`config.mk`:
```
export PLATFORM = sky130hd
export DESIGN_NAME = eth_rx_hdr_parse_flat
export DESIGN_NICKNAME = d
export VERILOG_FILES = /design/src/rtl/eth_rx_hdr_parse_if.sv /design/src/rtl/eth_rx_hdr_parse.sv /design/src/flat_wrapper.sv
export SDC_FILE = /design/constraint.sdc
export NUM_CORES = 1
export LEC_CHECK = 0
export CAP_MARGIN = 30
export CORE_AREA = 4 4 463 465
export DETAILED_ROUTE_END_ITERATION = 8
export DIE_AREA = 0 0 467 469
export GPL_ROUTABILITY_DRIVEN = 0
export PLACE_DENSITY_LB_ADDON = 0.12
export RECOVER_POWER = 50
export SETUP_SLACK_MARGIN = 0.5
export SKIP_CTS_REPAIR_TIMING = 1
export SLEW_MARGIN = 40
export SYNTH_ARGS = -nofsm -noshare
export SYNTH_HDL_FRONTEND = slang
export SYNTH_SLANG_ARGS = --single-unit
```
`constraint.sdc`:
```
create_clock -name clk -period 6.85 [get_ports clk]
set_clock_uncertainty 0.2 [all_clocks]
set_input_delay 1.7125 -clock clk [delete_from_list [all_inputs] [get_ports clk]]
set_output_delay 1.7125 -clock clk [all_outputs]
set_load 0.02 [all_outputs]
```
`src/rtl/eth_rx_hdr_parse_if.sv`:
```
// Signal bundle for eth_rx_hdr_parse: MAC frame stream in, header and re-aligned payload out.
// slave is the parser's view, master is the surrounding environment's view.
interface eth_rx_hdr_parse_if #(
    parameter int DATA_W     = 512,
    parameter int PADBYTES_W = 6,
    parameter int MTU_SIZE_W = 16
);
    // Every channel transfers on a clock edge where valid and ready are both 1;
    // a sender holds valid and its payload stable until that edge, and ready may
    // depend combinationally on valid.
    logic                  src_eth_hdr_val;
    logic [DATA_W-1:0]     src_eth_hdr_data;
    logic [MTU_SIZE_W-1:0] src_eth_hdr_frame_size;
    logic                  src_eth_hdr_data_last;
    logic [PADBYTES_W-1:0] src_eth_hdr_data_padbytes;
    logic                  eth_hdr_src_rdy;

    logic                  eth_hdr_dst_hdr_val;
    logic [47:0]           eth_hdr_dst_dst_mac;
    logic [47:0]           eth_hdr_dst_src_mac;
    logic [15:0]           eth_hdr_dst_eth_type;
    logic [MTU_SIZE_W-1:0] eth_hdr_dst_payload_len;
    logic                  dst_eth_hdr_hdr_rdy;

    logic                  eth_hdr_dst_data_val;
    logic [DATA_W-1:0]     eth_hdr_dst_data;
    logic                  eth_hdr_dst_data_last;
    logic [PADBYTES_W-1:0] eth_hdr_dst_data_padbytes;
    logic                  dst_eth_hdr_data_rdy;

    logic [1:0]            dbg_state;

    modport slave (
        input  src_eth_hdr_val, src_eth_hdr_data, src_eth_hdr_frame_size,
               src_eth_hdr_data_last, src_eth_hdr_data_padbytes,
               dst_eth_hdr_hdr_rdy, dst_eth_hdr_data_rdy,
        output eth_hdr_src_rdy, eth_hdr_dst_hdr_val, eth_hdr_dst_dst_mac,
               eth_hdr_dst_src_mac, eth_hdr_dst_eth_type, eth_hdr_dst_payload_len,
               eth_hdr_dst_data_val, eth_hdr_dst_data, eth_hdr_dst_data_last,
               eth_hdr_dst_data_padbytes, dbg_state
    );

    modport master (
        output src_eth_hdr_val, src_eth_hdr_data, src_eth_hdr_frame_size,
               src_eth_hdr_data_last, src_eth_hdr_data_padbytes,
               dst_eth_hdr_hdr_rdy, dst_eth_hdr_data_rdy,
        input  eth_hdr_src_rdy, eth_hdr_dst_hdr_val, eth_hdr_dst_dst_mac,
               eth_hdr_dst_src_mac, eth_hdr_dst_eth_type, eth_hdr_dst_payload_len,
               eth_hdr_dst_data_val, eth_hdr_dst_data, eth_hdr_dst_data_last,
               eth_hdr_dst_data_padbytes, dbg_state
    );
endinterface

```
`src/rtl/eth_rx_hdr_parse.sv`:
```
// Strips the 14-byte Ethernet header and re-aligns the payload to byte lane 0.
// Define ETH_RX_HDR_ZERO_PAD_EN to zero the unused trailing lanes of the last payload beat.
module eth_rx_hdr_parse #(
    parameter int DATA_W     = 512,
    parameter int DATA_BYTES = DATA_W / 8,
    parameter int PADBYTES_W = 6,
    parameter int MTU_SIZE_W = 16
) (
    input logic               clk,
    input logic               rst,
    eth_rx_hdr_parse_if.slave bus
);
    localparam int HDR_BYTES = 14;
    localparam int HDR_W     = HDR_BYTES * 8;
    localparam int REM_W     = (DATA_BYTES - HDR_BYTES) * 8;

    typedef enum logic [1:0] {FIRST = 2'd0, MID = 2'd1, DRAIN = 2'd2} state_t;

    state_t                state;
    logic                  hdr_val;
    logic [47:0]           dst_mac;
    logic [47:0]           src_mac;
    logic [15:0]           eth_type;
    logic [MTU_SIZE_W-1:0] payload_len;
    logic [REM_W-1:0]      rem_reg;
    logic [PADBYTES_W-1:0] drain_pad;

    logic                  src_rdy;
    logic                  data_val;
    logic                  data_last;
    logic [PADBYTES_W-1:0] data_pad;
    logic [DATA_W-1:0]     data_raw;
    logic [DATA_W-1:0]     data_out;
    logic                  in_fire;
    logic                  hdr_fire;
    logic                  runt;
    logic                  fold_in;
    logic [PADBYTES_W-1:0] f_mod;
    logic [PADBYTES_W-1:0] frame_pad;
    logic                  padbytes_in_unused;

    // Frame length alone drives beat accounting; upstream padbytes are redundant.
    assign padbytes_in_unused = ^bus.src_eth_hdr_data_padbytes;

    assign f_mod     = bus.src_eth_hdr_frame_size[PADBYTES_W-1:0];
    // (14 - F) mod 64 equals (64 - P%64) mod 64, the trailing unused byte count.
    assign frame_pad = PADBYTES_W'(HDR_BYTES) - f_mod;
    assign runt      = bus.src_eth_hdr_frame_size <= MTU_SIZE_W'(HDR_BYTES);
    // Tail of 1..14 bytes fits in the free lanes behind rem_reg: no drain beat.
    assign fold_in   = (f_mod != '0) && (f_mod <= PADBYTES_W'(HDR_BYTES));
    assign in_fire   = bus.src_eth_hdr_val && src_rdy;
    assign hdr_fire  = hdr_val && bus.dst_eth_hdr_hdr_rdy;

    always_comb begin
        src_rdy   = 1'b0;
        data_val  = 1'b0;
        data_last = 1'b0;
        data_pad  = '0;
        data_raw  = '0;
        unique case (state)
            FIRST: src_rdy = !hdr_val || bus.dst_eth_hdr_hdr_rdy;
            MID: begin
                data_val = bus.src_eth_hdr_val;
                src_rdy  = bus.dst_eth_hdr_data_rdy;
                data_raw = {rem_reg, bus.src_eth_hdr_data[DATA_W-1 -: HDR_W]};
                if (bus.src_eth_hdr_data_last && fold_in) begin
                    data_last = 1'b1;
                    data_pad  = frame_pad;
                end
            end
            DRAIN: begin
                data_val  = 1'b1;
                data_last = 1'b1;
                data_pad  = drain_pad;
                data_raw  = {rem_reg, {HDR_W{1'b0}}};
            end
            default: ;
        endcase
    end

`ifdef ETH_RX_HDR_ZERO_PAD_EN
    always_comb begin
        data_out = data_raw;
        if (data_last) begin
            for (int i = 0; i < DATA_BYTES; i++) begin
                if (i >= DATA_BYTES - int'(data_pad)) data_out[DATA_W-1-8*i -: 8] = 8'h00;
            end
        end
    end
`else
    assign data_out = data_raw;
`endif

    always_ff @(posedge clk) begin
        if (!rst) begin
            state       <= FIRST;
            hdr_val     <= 1'b0;
            dst_mac     <= '0;
            src_mac     <= '0;
            eth_type    <= '0;
            payload_len <= '0;
            rem_reg     <= '0;
            drain_pad   <= '0;
        end else begin
            if (hdr_fire) hdr_val <= 1'b0;
            unique case (state)
                FIRST: begin
                    if (in_fire) begin
                        rem_reg <= bus.src_eth_hdr_data[REM_W-1:0];
                        if (!runt) begin
                            hdr_val     <= 1'b1;
                            dst_mac     <= bus.src_eth_hdr_data[DATA_W-1 -: 48];
                            src_mac     <= bus.src_eth_hdr_data[DATA_W-49 -: 48];
                            eth_type    <= bus.src_eth_hdr_data[DATA_W-97 -: 16];
                            payload_len <= bus.src_eth_hdr_frame_size - MTU_SIZE_W'(HDR_BYTES);
                            if (bus.src_eth_hdr_data_last) begin
                                state     <= DRAIN;
                                drain_pad <= frame_pad;
                            end else begin
                                state <= MID;
                            end
                        end
                    end
                end
                MID: begin
                    if (in_fire) begin
                        rem_reg <= bus.src_eth_hdr_data[REM_W-1:0];
                        if (bus.src_eth_hdr_data_last) begin
                            if (fold_in) begin
                                state <= FIRST;
                            end else begin
                                state     <= DRAIN;
                                drain_pad <= frame_pad;
                            end
                        end
                    end
                end
                DRAIN: if (bus.dst_eth_hdr_data_rdy) state <= FIRST;
                default: state <= FIRST;
            endcase
        end
    end

    assign bus.eth_hdr_src_rdy           = src_rdy;
    assign bus.eth_hdr_dst_hdr_val       = hdr_val;
    assign bus.eth_hdr_dst_dst_mac       = dst_mac;
    assign bus.eth_hdr_dst_src_mac       = src_mac;
    assign bus.eth_hdr_dst_eth_type      = eth_type;
    assign bus.eth_hdr_dst_payload_len   = payload_len;
    assign bus.eth_hdr_dst_data_val      = data_val;
    assign bus.eth_hdr_dst_data          = data_out;
    assign bus.eth_hdr_dst_data_last     = data_last;
    assign bus.eth_hdr_dst_data_padbytes = data_pad;
    assign bus.dbg_state                 = state;
endmodule

```
`src/flat_wrapper.sv`:
```
// flat-port wrapper written by rule: the top's interface ports become plain ports
module eth_rx_hdr_parse_flat 
#(
    parameter int DATA_W     = 512,
    parameter int DATA_BYTES = DATA_W / 8,
    parameter int PADBYTES_W = 6,
    parameter int MTU_SIZE_W = 16
)
  (clk, rst, bus_src_eth_hdr_val, bus_src_eth_hdr_data, bus_src_eth_hdr_frame_size, bus_src_eth_hdr_data_last, bus_src_eth_hdr_data_padbytes, bus_dst_eth_hdr_hdr_rdy, bus_dst_eth_hdr_data_rdy, bus_eth_hdr_src_rdy, bus_eth_hdr_dst_hdr_val, bus_eth_hdr_dst_dst_mac, bus_eth_hdr_dst_src_mac, bus_eth_hdr_dst_eth_type, bus_eth_hdr_dst_payload_len, bus_eth_hdr_dst_data_val, bus_eth_hdr_dst_data, bus_eth_hdr_dst_data_last, bus_eth_hdr_dst_data_padbytes, bus_dbg_state);
  eth_rx_hdr_parse_if #(.DATA_W(DATA_W), .PADBYTES_W(PADBYTES_W), .MTU_SIZE_W(MTU_SIZE_W)) bus_i ();
  input logic clk;
  input logic rst;
  input wire logic [$bits(bus_i.src_eth_hdr_val)-1:0] bus_src_eth_hdr_val;
  input wire logic [$bits(bus_i.src_eth_hdr_data)-1:0] bus_src_eth_hdr_data;
  input wire logic [$bits(bus_i.src_eth_hdr_frame_size)-1:0] bus_src_eth_hdr_frame_size;
  input wire logic [$bits(bus_i.src_eth_hdr_data_last)-1:0] bus_src_eth_hdr_data_last;
  input wire logic [$bits(bus_i.src_eth_hdr_data_padbytes)-1:0] bus_src_eth_hdr_data_padbytes;
  input wire logic [$bits(bus_i.dst_eth_hdr_hdr_rdy)-1:0] bus_dst_eth_hdr_hdr_rdy;
  input wire logic [$bits(bus_i.dst_eth_hdr_data_rdy)-1:0] bus_dst_eth_hdr_data_rdy;
  output wire logic [$bits(bus_i.eth_hdr_src_rdy)-1:0] bus_eth_hdr_src_rdy;
  output wire logic [$bits(bus_i.eth_hdr_dst_hdr_val)-1:0] bus_eth_hdr_dst_hdr_val;
  output wire logic [$bits(bus_i.eth_hdr_dst_dst_mac)-1:0] bus_eth_hdr_dst_dst_mac;
  output wire logic [$bits(bus_i.eth_hdr_dst_src_mac)-1:0] bus_eth_hdr_dst_src_mac;
  output wire logic [$bits(bus_i.eth_hdr_dst_eth_type)-1:0] bus_eth_hdr_dst_eth_type;
  output wire logic [$bits(bus_i.eth_hdr_dst_payload_len)-1:0] bus_eth_hdr_dst_payload_len;
  output wire logic [$bits(bus_i.eth_hdr_dst_data_val)-1:0] bus_eth_hdr_dst_data_val;
  output wire logic [$bits(bus_i.eth_hdr_dst_data)-1:0] bus_eth_hdr_dst_data;
  output wire logic [$bits(bus_i.eth_hdr_dst_data_last)-1:0] bus_eth_hdr_dst_data_last;
  output wire logic [$bits(bus_i.eth_hdr_dst_data_padbytes)-1:0] bus_eth_hdr_dst_data_padbytes;
  output wire logic [$bits(bus_i.dbg_state)-1:0] bus_dbg_state;
  assign bus_i.src_eth_hdr_val = bus_src_eth_hdr_val;
  assign bus_i.src_eth_hdr_data = bus_src_eth_hdr_data;
  assign bus_i.src_eth_hdr_frame_size = bus_src_eth_hdr_frame_size;
  assign bus_i.src_eth_hdr_data_last = bus_src_eth_hdr_data_last;
  assign bus_i.src_eth_hdr_data_padbytes = bus_src_eth_hdr_data_padbytes;
  assign bus_i.dst_eth_hdr_hdr_rdy = bus_dst_eth_hdr_hdr_rdy;
  assign bus_i.dst_eth_hdr_data_rdy = bus_dst_eth_hdr_data_rdy;
  assign bus_eth_hdr_src_rdy = bus_i.eth_hdr_src_rdy;
  assign bus_eth_hdr_dst_hdr_val = bus_i.eth_hdr_dst_hdr_val;
  assign bus_eth_hdr_dst_dst_mac = bus_i.eth_hdr_dst_dst_mac;
  assign bus_eth_hdr_dst_src_mac = bus_i.eth_hdr_dst_src_mac;
  assign bus_eth_hdr_dst_eth_type = bus_i.eth_hdr_dst_eth_type;
  assign bus_eth_hdr_dst_payload_len = bus_i.eth_hdr_dst_payload_len;
  assign bus_eth_hdr_dst_data_val = bus_i.eth_hdr_dst_data_val;
  assign bus_eth_hdr_dst_data = bus_i.eth_hdr_dst_data;
  assign bus_eth_hdr_dst_data_last = bus_i.eth_hdr_dst_data_last;
  assign bus_eth_hdr_dst_data_padbytes = bus_i.eth_hdr_dst_data_padbytes;
  assign bus_dbg_state = bus_i.dbg_state;
  eth_rx_hdr_parse #(.DATA_W(DATA_W), .DATA_BYTES(DATA_BYTES), .PADBYTES_W(PADBYTES_W), .MTU_SIZE_W(MTU_SIZE_W)) u_core (.clk(clk), .rst(rst), .bus(bus_i));
endmodule
```
* Word-level counts from Yosys, hierarchy flattened *
Index checks and enable logic that the tools add are counted.

storage, ports and cells
  bits in registers = 537
  latch bits = 0
  RAM bits = 0
  memory bits (read-only) = 0
  input bits = 540
  output and inout bits = 652
  logic and storage cells = 62
  memories = 0

cells by class
  add/subtract/negate cells = 2
  $mul = 0
  divide/modulo/power cells = 0
  $lt $le $gt $ge = 2
  equal/unequal tests = 9
  shift-type cells = 0
  multiplexer cells = 26
  bitwise logic cells = 1
  reductions and logical operators = 14

operator list
  operator                                                                number
  512-bit case mux with 2 select lines                                    1
  6-bit two-way mux                                                       7
  6-bit case mux with 2 select lines                                      2
  16-bit by 4-bit <= comparator with 1-bit output, second input constant  1
  16-bit by 4-bit subtractor with 16-bit output, second input constant    1
  2-bit two-way mux                                                       7
  2-bit != test, second input constant                                    5
  7-bit AND reduction                                                     1
  6-bit by 4-bit <= comparator with 1-bit output, second input constant   1
  1-bit case mux with 2 select lines                                      3
  2-bit case mux with 3 select lines                                      1
  6-bit nonzero test                                                      1
  4-bit by 6-bit subtractor with 6-bit output, first input constant       1
  1-bit two-way mux                                                       5
  5-bit AND reduction                                                     1
  1-bit logical AND                                                       4
  2-bit by 1-bit != test with 1-bit output, second input constant         2
  3-bit AND reduction                                                     1
  2-bit by 1-bit == test with 1-bit output, second input constant         1
  2-bit == test, second input constant                                    1
  2-bit logical NOT                                                       1
  2-bit AND reduction                                                     1
  2-bit nonzero test                                                      1
  2-bit OR reduction                                                      1
  3 further kinds                                                         3

* Depth between registers and ports, before layout *
Gate-level depths: netlist of run 1.

  depth in word-level cells = 6
  mapped depth = 11
  depth with buffers taken out = 7

* Least setup slack after synthesis of run 1 *
Ideal clock, no wire load.

  path kind = in2out
  from = input bus_src_eth_hdr_frame_size[4]
  to = output bus_eth_hdr_dst_data_padbytes[1]
  arrival = 2989 ps
  data required time = 4938 ps
  path slack = 1949 ps
  stages on the path = 7
  path buffers = 2
  cell sequence = clkbuf_1 -> nor2_1 -> and3_1 -> and3_1 -> clkbuf_1 -> a22oi_1 -> nor2b_1

on the way
  cells in the longest elaborated chain, start to end = 5
  elaborated cells on any way between the ends = 6
  classes of those cells = order compare (1); mux (2); reduce/logical (3)

RTL lines
  element                                                                               RTL line                source
  start, declared                                                                       flat_wrapper.sv:15      input wire logic [$bits(bus_i.src_eth_hdr_frame_size)-1:0] bus_src_eth_hdr_frame_size;
  6-bit by 4-bit <= comparator with 1-bit output or 6-bit nonzero test (tied branches)  eth_rx_hdr_parse.sv:50  assign fold_in = (f_mod != '0) && (f_mod <= PADBYTES_W'(HDR_BYTES));
  1-bit logical AND *                                                                   eth_rx_hdr_parse.sv:50
  1-bit logical AND *                                                                   eth_rx_hdr_parse.sv:66  if (bus.src_eth_hdr_data_last && fold_in) begin
  6-bit two-way mux *                                                                   eth_rx_hdr_parse.sv:66
  6-bit case mux with 2 select lines *                                                  eth_rx_hdr_parse.sv:60  unique case (state)
  end, declared                                                                         flat_wrapper.sv:29      output wire logic [$bits(bus_i.eth_hdr_dst_data_padbytes)-1:0] bus_eth_hdr_dst_data_padbytes;

Mark *: on every way between the ends. The rest lies on a longest branch, timed or not.

* Worst setup path in the final report of run 1 *
  from = input bus_src_eth_hdr_frame_size[2]
  to = output bus_eth_hdr_dst_data_padbytes[4]

on the way
  cells in the longest elaborated chain, start to end = 5
  elaborated cells on any way between the ends = 7
  classes of those cells = add/sub (1); order compare (1); mux (2); reduce/logical (3)

RTL lines
  element                                                                               RTL line
  6-bit by 4-bit <= comparator with 1-bit output or 6-bit nonzero test (tied branches)  eth_rx_hdr_parse.sv:50
  1-bit logical AND                                                                     eth_rx_hdr_parse.sv:50
  1-bit logical AND                                                                     eth_rx_hdr_parse.sv:66
  6-bit two-way mux *                                                                   eth_rx_hdr_parse.sv:66
  6-bit case mux with 2 select lines *                                                  eth_rx_hdr_parse.sv:60

Marks and branches as above.

==> metrics.md, run 1 <==
| Metric | Value |
|---|---|
| Outcome | `finished with violations` |
| Failing checks | `max-capacitance violations, max-slew violations` |
| Post-route ant nets | `0` |
| Area Overhead vs Synth | `74.4%` |
| RSZ-0062 raised after global routing | `false` |
| Setup CP Type | `input port to output pin` |
| Die H | `between 400 and 500 µm` |
| Via count | `approximately 24000` |
| Final Instance Count excl. Fillers | `between 6000 and 7000` |
| Clk_lat worst skew | `between 0.6 and 0.7 ns` |
| Max_cap viols | `4` |
| Worst Slack Setup Final | `just under 0.8 ns` |
| Cell area after synthesis | `roughly 0.024 mm²` |
| Place WS | `0.440 ns` |
| Core area | `about 0.21 mm²` |
| Synth area leader | `dfxtp_1` |
| # nets final | `4593` |
| Worst Setup End Kind | `output pin` |
| Setup Viol. Count Final | `0` |
| LEAKAGE | `roughly 15 nW` |
| Total track usage | `roughly an eighth` |
| Worst-path clk slew | `~0.05 ns` |
| YS warnings | `0` |
| CP max FO | `8` |
| Setup TNS | `0 ns` |
| Pins Over Slew Limit | `slightly above 300` |
| Setup crit start | `bus_src_eth_hdr_frame_size[2]` |
| WL per Instance | `between 20 and 25 µm` |
| Share of layout cells above drive strength 1 | `3.90%` |
| Clk sinks | `~540` |
| Final hold vios | `0` |
| PortBufs | `~1200` |
| Ranking of synthesized cells by area | `dfxtp_1 45%, nand2_1 17%, a21boi_0 14%, and2_1 11%, clkbuf_1 3.6%` |
| Critical path, cell by cell | `clkdlybuf4s50_1 -> or3b_1 -> and3_1 -> and3_1 -> buf_4 -> a22oi_1 -> nor2b_1 -> clkdlybuf4s50_1` |
| Worst R2R Start | `u_core.bus.dbg_state[1]` |
| Initial antenna violation count | `just under 70` |
| Post-synthesis cell type count | `42` |
| Die area | `about 0.22 mm²` |
| Top cell type's share of synthesized area | `45.4%` |
| Worst R2R Setup Slack | `~1.8 ns` |
| Die width | `between 400 and 500 µm` |
| IO Pins | `roughly 1200` |
| Mean Syn Cell Area | `a little under 8 µm²` |
| Remaining Overflow, GRT | `0` |
| Effective utilization at floorplan | `~11%` |
| Vias per Instance | `roughly 3.5` |
| Synthesized netlist cell count | `2991` |
| Post-layout min period | `a little over 6 ns` |
| Crit-path slowest cell | `clkdlybuf4s50_1` |
| Post-synthesis sequential area ratio | `a little under half` |
| CTS buffer count | `83` |
| Slew @ Worst Pin | `around 2.4 ns` |
| Hold Crit Class | `flip-flop to flip-flop` |
| Drt pass-1 iters | `5` |
| Worst setup SP type | `input port` |
| Max VDD drop | `about 190 µV` |
| Critical Path End | `bus_eth_hdr_dst_data_padbytes[4]` |
| CTS HTree Levels | `3` |
| DR DRC count | `0` |
| First-pass GRT wire length | `roughly 200000 µm` |
| HPWL after DPL | `around 110000 µm` |
| Final period utilization | `88.5%` |
| Slew HR | `-63.2%` |
| Clock Root Buffer | `clkbuf_16` |
| Overall power | `about 13 mW` |
| Iter 0 DRT Violations | `883` |
| # rows | `168` |
| Pwr Density | `approximately 310 mW/mm²` |
| Yosys reg bits | `537` |
| FF-to-FF path depth | `8` |
| Fmax | `165 MHz` |
| CTS tree | `done` |
| Clk buf depth | `3` |
| Max incr delay on CP | `between 0.5 and 0.6 ns` |
| Vias in the first global route | `approximately 25000` |
| Total Wirelength | `roughly 150000 µm` |
| Largest net degree at the start of global routing | `approximately 120` |
| Placed cells | `between 6000 and 7000` |
| CP required | `roughly 4.9 ns` |
| Syn Nets | `roughly 3500` |
| Max FFs per register | `400` |
| Critical path data arrival time | `~4.2 ns` |
| Worst flop-to-flop path endpoint | `u_core.bus.eth_hdr_dst_src_mac[47]` |
==> worst min-delay path by stage <==
stage | start | end | cells after the start
2_1_floorplan | u_core.drain_pad[0] | u_core.drain_pad[0] | 2
3_3_place_gp | u_core.bus.eth_hdr_dst_payload_len[4] | u_core.bus.eth_hdr_dst_payload_len[4] | 2
3_5_place_dp | u_core.bus.eth_hdr_dst_src_mac[38] | u_core.bus.eth_hdr_dst_src_mac[38] | 2
4_1_cts | u_core.bus.eth_hdr_dst_src_mac[38] | u_core.bus.eth_hdr_dst_src_mac[38] | 2
5_1_grt | u_core.bus.eth_hdr_dst_src_mac[18] | u_core.bus.eth_hdr_dst_src_mac[18] | 2
6_report | u_core.bus.eth_hdr_dst_src_mac[35] | u_core.bus.eth_hdr_dst_src_mac[35] | 2
==> synth_stat cells (all sizes together) <==
master   number
o22ai         3
clkbuf      229
dfxtp       537
a22oi         6
a31oi         2
a31o          1
a22o          1
nand4b        2
or3b          1
a2111oi       1
a21oi         6
o21a          3
nand2      1054
nand4         4
nand2b        2
xor2          6
o211a        10
inv           9
and2        401
a2bb2oi       1
xnor2        10
or3           1
nor2b         6
and3        116
o21ai         8
a21boi      516
buf          23
ha            8
nand3         7
nor3          2
mux2i         4
nor2          6
nor4          4
o31ai         1
==> worst max-delay path, delay by kind of cell <==
| kind | cells | cell delay [ns] |
|---|---|---|
| buffers and inverters | 3 | 1.30 |
| AND/OR/NAND/NOR | 4 | 0.95 |
| AO/OA/AOI/OAI | 1 | 0.17 |
==> report_power, final <==
group          switching, mW  internal (mW)
registers              0.308           3.79
logic                   2.95           1.63
clock network           1.78           2.46
total                   5.04           7.88
==> per-layer routing <==
| metal | part of all wire [%] | GRT usage, % | vias to the layer above |
|---|---|---|---|
| li1 | - | - | 11697 |
| met1 | 37 | 13.6 | 11288 |
| met2 | 48 | 22.1 | 917 |
| met3 | 12 | 6.84 | 228 |
| met4 | 2.6 | 4.12 | 38 |
| met5 | 0.16 | 0 | - |
==> stage by stage <==
step / hold slack, ns / instance area (µm²) / utilization, %
floorplan: 0.235 / 23700 / -
global placement: 0.240 / 38500 / 18.4
CTS: 0.252 / 41200 / 19.7
global route: 0.272 / 41300 / 19.7
finish: 0.246 / 41300 / 19.7
detailed placement: 0.244 / 38600 / 18.4
==> cell type report <==
class                   count  area, µm²
fillers                 23664     168000
repair buffers           1221      12400
multi-input cells        2193      11900
flip-flops and latches    537      10800
well taps                2805       3510
clock buffers             120       2380
clock inverters            19        270
diodes                     19       47.5
inverters                   9       33.8
==> cells by family (layout without fill, tap and decap cells) <==
logic type      after synthesis  in the layout  share of synthesized area [%]
compound gates              559            559                           17.7
buf+inv                     261           1369                           4.40
simple gates               1606           1606                           31.3
xor+xnor                     16             16                          0.592
fa+ha+maj                     8              8                          0.423
flops                       537            537                           45.4
other cells                   0             19                              0
mux                           4              4                          0.169
==> cell usage in the layout, fill, tap and decap left out, types with 5 or more instances in the layout <==
master / count
xor2_1: 6
a21oi_1: 6
nand3_1: 7
nor2b_1: 6
diode_2: 19
ha_1: 6
a21boi_0: 486
and2_1: 400
clkbuf_8: 16
clkinv_2: 7
xnor2_1: 10
a21boi_1: 30
and3_1: 116
o21ai_1: 5
buf_4: 12
dfxtp_1: 537
o211a_1: 10
clkdlybuf4s50_1: 1048
clkbuf_2: 5
nor2_1: 6
buf_12: 13
clkbuf_16: 83
dlygate4sd3_1: 131
clkbuf_1: 22
dlymetal6s2s_1: 5
nand2_1: 1053
a22oi_1: 6
inv_1: 9
(Power assumes the default switching activity.)
==> run 2: changes to the inputs <==
--- a/config.mk
+++ b/config.mk
@@ -14,7 +14,6 @@
 export RECOVER_POWER = 50
 export SETUP_SLACK_MARGIN = 0.5
 export SKIP_CTS_REPAIR_TIMING = 1
-export SLEW_MARGIN = 40
 export SYNTH_ARGS = -nofsm -noshare
 export SYNTH_HDL_FRONTEND = slang
 export SYNTH_SLANG_ARGS = --single-unit
==> constraint.sdc (replaced) <==
create_clock -name clk -period 6.85 [get_ports clk]
set_clock_uncertainty 0.2 [all_clocks]
set_input_delay 1.0275 -clock clk [delete_from_list [all_inputs] [get_ports clk]]
set_output_delay 1.0275 -clock clk [all_outputs]
set_load 0.02 [all_outputs]
==> run 2 against run 1 <==
Against the previous run:
- the run still ends with max-capacitance violations, max-slew violations left
- utilization barely moved
- hold slack about the same
- clock-buffer cell count up 4
- die area unchanged
- via count decreased by 0.64%
- critical path depth decreased by 2
- cell count shrank 0.10%
- largest cell class unchanged
==> metrics.md, run 2 (synthesis gave the netlist of run 1 again) <==
| Metric | Value |
|---|---|
| Outcome | `finished with violations` |
| Failing checks | `max-capacitance violations, max-slew violations` |
| Slew HR | `-114%` |
| Via count | `24014` |
| LEAKAGE | `15.2 nW` |
| Setup Viol. Count Final | `0` |
| IO Pins | `~1200` |
| Placed cells | `a little under 7000` |
| Cell-internal power | `~8.0 mW` |
| Setup TNS | `0 ns` |
| P_sw | `5.07 mW` |
| Die width | `between 400 and 500 µm` |
| CP max FO | `approximately 140` |
| CTS tree | `done` |
| HPWL after DPL | `between 100000 and 150000 µm` |
| Crit-path slowest cell | `ha_1` |
| Initial antenna violation count | `56` |
| # rows | `about 170` |
| Post-route ant nets | `0` |
| Clk sinks | `537` |
| Max_cap viols | `5` |
| Worst setup SP type | `flip-flop` |
| Vias per Instance | `between 3 and 4` |
| Clock power frac | `between 30% and 40%` |
| Clk buf depth | `3` |
| Setup CP Type | `flip-flop to output pin` |
| Commonest non-fill, non-tap cell in the layout | `nand2_1` |
| # nets final | `between 4000 and 5000` |
| DR DRC count | `0` |
| Seq pwr share | `a little under a third` |
| First-pass GRT wire length | `approximately 200000 µm` |
| Effective utilization at floorplan | `approximately 11%` |
| Remaining Overflow, GRT | `0` |
| Drt pass-1 iters | `4` |
| Clk_lat worst skew | `around 0.7 ns` |
| Overall power | `around 13 mW` |
| Fmax | `~180 MHz` |
| CP required | `between 5 and 6 ns` |
| WL per Instance | `21.6 µm` |
| Final Instance Count excl. Fillers | `~6900` |
| Worst hold path startpoint | `u_core.bus.eth_hdr_dst_src_mac[42]` |
| Clock Root Buffer | `clkbuf_16` |
| Max incr delay on CP | `0.84 ns` |
| Worst-path clk slew | `0.05 ns` |
| Vias in the first global route | `24311` |
| Pins Over Slew Limit | `~340` |
| Share of layout cells above drive strength 1 | `~3.8%` |
| Post-layout min period | `around 5.5 ns` |
| Worst R2R Start | `u_core.bus.dbg_state[1]` |
| PortBufs | `roughly 1200` |
| Core area | `roughly 0.21 mm²` |
| Logic pwr share | `between 30% and 40%` |
| Largest net degree at the start of global routing | `approximately 150` |
| Max FFs per register | `400` |
| Total Wirelength | `149000 µm` |
| Die area | `about 0.22 mm²` |
| Critical path data arrival time | `4.31 ns` |
| Setup crit start | `u_core.bus.dbg_state[1]` |
| Sw Share | `38.9%` |
| Most frequent cells in the layout | `1054 x nand2_1, 1053 x clkdlybuf4s50_1, 537 x dfxtp_1` |
| CTS buffer count | `83` |
| Final period utilization | `about four fifths` |
| Iter 0 DRT Violations | `around 870` |
| Area Overhead vs Synth | `73.9%` |
| Final hold vios | `0` |
| Pwr Density | `between 300 and 400 mW/mm²` |
| RSZ-0062 raised after global routing | `false` |
| Slew @ Worst Pin | `3.22 ns` |
| Worst Setup End Kind | `output pin` |
| Total track usage | `around an eighth` |
| Max VDD drop | `198 µV` |
| CTS HTree Levels | `3` |
| Critical path, cell by cell | `inv_1 -> ha_1 -> o21a_4 -> buf_12 -> and2_1 -> clkdlybuf4s50_1` |
| Die H | `~470 µm` |
| Hold Crit Class | `flip-flop to flip-flop` |
## run 2: per-layer routing
layer | global-route usage [%] | up-vias | routed length, µm
met5 | 0 | - | 193
met4 | 2.67 | 30 | 2830
met3 | 6.60 | 209 | 16500
met2 | 22.6 | 898 | 72900
met1 | 13.8 | 11175 | 56600
li1 | - | 11702 | -
## run 2: critical path: cells and delay by family, from the launching register on
kind                       cells  cell delay [ns]
DFF                            1             0.34
adders and majority gates      1             0.84
AOI/OAI and AO/OA              1             0.69
buffers and inverters          3             1.23
and+or+nand+nor                1             0.22
## run 2: cell type report
cell class              count  area (µm²)
diodes                     11        27.5
clock buffers             124        2420
clock inverters            24         325
fillers                 23629      168000
inverters                   9        33.8
multi-input cells        2193       11900
flip-flops and latches    537       10800
well taps                2805        3510
repair buffers           1213       12200
## run 2: final timing paths
path	to	depth (start not counted)	slack (ns)
worst max-delay path	bus_eth_hdr_dst_data[308]	6	1.31
worst min-delay path	u_core.bus.eth_hdr_dst_src_mac[42]	2	0.25
worst max register to register	u_core.rem_reg[341]	8	1.41
worst min register to register	u_core.bus.eth_hdr_dst_src_mac[42]	2	0.25
## run 2: power by group through the flow
stage	Clock, mW	Combinational, mW	Sequential [mW]
finish	4.40	4.51	4.12
global route	4.75	5.01	4.20
CTS	4.66	4.81	4.14
detailed placement	0	4.79	4.20
global placement	0	4.80	4.18
floorplan	0	2.20	4.33
## run 2: stage by stage
stage          setup WS (ns)  hold WS, ns  utilization, %  cell area [µm²]
3_3_place_gp            1.73        0.241            18.3            38400
6_report                1.31        0.247            19.6            41200
2_1_floorplan           3.32        0.235               -            23700
4_1_cts                 1.33        0.253            19.7            41200
5_1_grt                0.760        0.262            19.6            41200
3_5_place_dp            1.76        0.245            18.4            38500
==> run 3: changes to the inputs <==
--- a/config.mk
+++ b/config.mk
@@ -6,9 +6,9 @@
 export NUM_CORES = 1
 export LEC_CHECK = 0
 export CAP_MARGIN = 30
-export CORE_AREA = 4 4 463 465
+export CORE_AREA = 4 4 466 468
 export DETAILED_ROUTE_END_ITERATION = 8
-export DIE_AREA = 0 0 467 469
+export DIE_AREA = 0 0 470 472
 export GPL_ROUTABILITY_DRIVEN = 0
 export PLACE_DENSITY_LB_ADDON = 0.12
 export RECOVER_POWER = 50
==> constraint.sdc (replaced) <==
create_clock -name clk -period 5.4 [get_ports clk]
set_clock_uncertainty 0.2 [all_clocks]
set_input_delay 0.81 -clock clk [delete_from_list [all_inputs] [get_ports clk]]
set_output_delay 0.81 -clock clk [all_outputs]
set_load 0.02 [all_outputs]
==> run 3 against run 2 <==
Against the previous run:
- the run still ends with max-capacitance violations, max-slew violations left
- die area is 1.3% higher
- register-to-register slack worse by 0.55 ns
- critical endpoint is now bus_eth_hdr_dst_data[68]
- non-clock buffer count is 14 higher
- highest routed layer unchanged
- wire length is 2.0% higher
- total power is 27% higher
- sequential cell count stayed put
- setup slack worse by 0.57 ns
- critical path type unchanged
- sequential power is 27% higher
==> metrics.md, run 3 (synthesis gave the netlist of run 1 again) <==
| Metric | Value |
|---|---|
| Worst-path clk slew | `approximately 0.05 ns` |
| Failing checks | `max-capacitance violations, max-slew violations` |
| Final hold vios | `0` |
| DR DRC count | `0` |
| Clk buf depth | `3` |
| Most frequent cells in the layout | `1053 x nand2_1, 1053 x clkdlybuf4s50_1, 537 x dfxtp_1` |
| Worst flop-to-flop path endpoint | `u_core.rem_reg[248]` |
| Min-Delay Endpoint | `u_core.bus.eth_hdr_dst_src_mac[32]` |
| Setup TNS | `0 ns` |
| FF-to-FF path depth | `7` |
| Worst setup SP type | `flip-flop` |
| Setup Viol. Count Final | `0` |
| Final Core Density | `around 19%` |
| Iter 0 DRT Violations | `around 770` |
| Slew HR | `-13.8%` |
| Clk_lat worst skew | `approximately 0.67 ns` |
| Remaining Overflow, GRT | `0` |
| Final period utilization | `around 86%` |
| Vias in the first global route | `around 25000` |
| Fmax | `215 MHz` |
| Share of layout cells above drive strength 1 | `under 10%` |
| Setup CP Type | `flip-flop to output pin` |
| CP required | `approximately 4.4 ns` |
| CTS HTree Levels | `3` |
| WL per Instance | `21.8 µm` |
| Post-layout min period | `~4.7 ns` |
| Critical path, cell by cell | `inv_1 -> ha_4 -> buf_4 -> buf_4 -> and3_1 -> clkdlybuf4s50_1` |
| Effective utilization at floorplan | `around 11%` |
| CP max FO | `75` |
| Max VDD drop | `216 µV` |
| LEAKAGE | `around 15 nW` |
| IO Pins | `around 1200` |
| Via count | `around 24000` |
| Die width | `around 470 µm` |
| CTS buffer count | `between 80 and 90` |
| # nets final | `4599` |
| Core area | `0.214 mm²` |
| Slew @ Worst Pin | `around 1.7 ns` |
| Max FFs per register | `400` |
| Place WS | `about 0.91 ns` |
| CTS tree | `done` |
| Max_cap viols | `3` |
| First-pass GRT wire length | `about 210000 µm` |
| Fill count | `24107` |
| Max incr delay on CP | `around 0.7 ns` |
| Outcome | `finished with violations` |
| Hold Crit Class | `flip-flop to flip-flop` |
| Die area | `about 0.22 mm²` |
| Clock Root Buffer | `clkbuf_16` |
| Vias per Instance | `3.46` |
| RSZ-0062 raised after global routing | `false` |
| Initial antenna violation count | `65` |
| Total track usage | `13.2%` |
| Worst R2R Start | `u_core.bus.dbg_state[1]` |
| Pins Over Slew Limit | `approximately 260` |
| Worst Setup End Kind | `output pin` |
| Critical path data arrival time | `3.65 ns` |
| Pwr Density | `roughly 400 mW/mm²` |
| Hold depth | `2` |
| Post-route ant nets | `0` |
| Worst R2R Setup Slack | `between 0.8 and 0.9 ns` |
| PortBufs | `1185` |
| Die H | `roughly 470 µm` |
| # rows | `170` |
| Largest net degree at the start of global routing | `approximately 130` |
| Total Wirelength | `152000 µm` |
| Worst hold path startpoint | `u_core.bus.eth_hdr_dst_src_mac[32]` |
| Crit path top cell by count | `buf_4` |
| Drt pass-1 iters | `8` |
| Worst Slack Setup Final | `~0.74 ns` |
| Clk sinks | `537` |
| HPWL after DPL | `113000 µm` |
| Area Overhead vs Synth | `75.0%` |
| Crit-path slowest cell | `clkdlybuf4s50_1` |
-- run 3: how the worst max path moves through the flow --
stage,startpoint,end,slack [ns],depth (start not counted)
2_1_floorplan,bus_src_eth_hdr_frame_size[4],bus_eth_hdr_dst_data_padbytes[1],2.30,7
3_3_place_gp,bus_src_eth_hdr_frame_size[1],bus_eth_hdr_dst_data_padbytes[2],0.90,9
3_5_place_dp,bus_src_eth_hdr_frame_size[1],bus_eth_hdr_dst_data_padbytes[2],0.91,9
4_1_cts,u_core.bus.dbg_state[0],bus_eth_hdr_dst_data[68],0.59,6
5_1_grt,u_core.bus.dbg_state[1],u_core.rem_reg[229],0.35,7
6_report,u_core.bus.dbg_state[0],bus_eth_hdr_dst_data[68],0.74,6
-- run 3: final cells by class --
class | instances | area [µm²] | share of cell area (%)
Clock buffer | 126 | 2480 | 5.98
Clock inverter | 17 | 244 | 0.589
Tap cell | 2838 | 3550 | 8.57
Inverter | 9 | 33.8 | 0.0816
Multi-Input combinational cell | 2193 | 11900 | 28.8
Sequential cell | 537 | 10800 | 26.0
Timing Repair Buffer | 1227 | 12400 | 29.8
Antenna cell | 27 | 67.6 | 0.163
-- run 3: routing by layer --
| metal | global-route usage, % | routed length, µm | vias to the layer above |
|---|---|---|---|
| met5 | 0 | 179 | - |
| met4 | 5.40 | 4560 | 28 |
| met3 | 6.81 | 16900 | 203 |
| met2 | 22.2 | 73200 | 929 |
| met1 | 13.8 | 57200 | 11234 |
| li1 | - | - | 11729 |
-- run 3: metrics by stage --
| step | power [mW] | hold WS (ns) | instances | cell area [µm²] |
|---|---|---|---|---|
| finish | 16.5 | 0.249 | 6974 | 41400 |
| global route | 17.8 | 0.268 | 6967 | 41400 |
| CTS | 17.3 | 0.254 | 6947 | 41400 |
| detailed placement | 11.5 | 0.246 | 6804 | 38700 |
| global placement | 11.5 | 0.241 | 6803 | 38700 |
| floorplan | 8.28 | 0.235 | 2991 | 23700 |
-- run 3: power by group --
part | internal, mW | switching, mW
logic | 2.02 | 3.79
registers | 4.81 | 0.403
clock network | 3.22 | 2.29
total | 10.1 | 6.49
-- run 3: critical path: cells and delay by family (launching register included) --
family | cells | cell delay (ns)
buffers and inverters | 4 | 1.93
DFF | 1 | 0.43
adders and majority gates | 1 | 0.28
and+or+nand+nor | 1 | 0.25
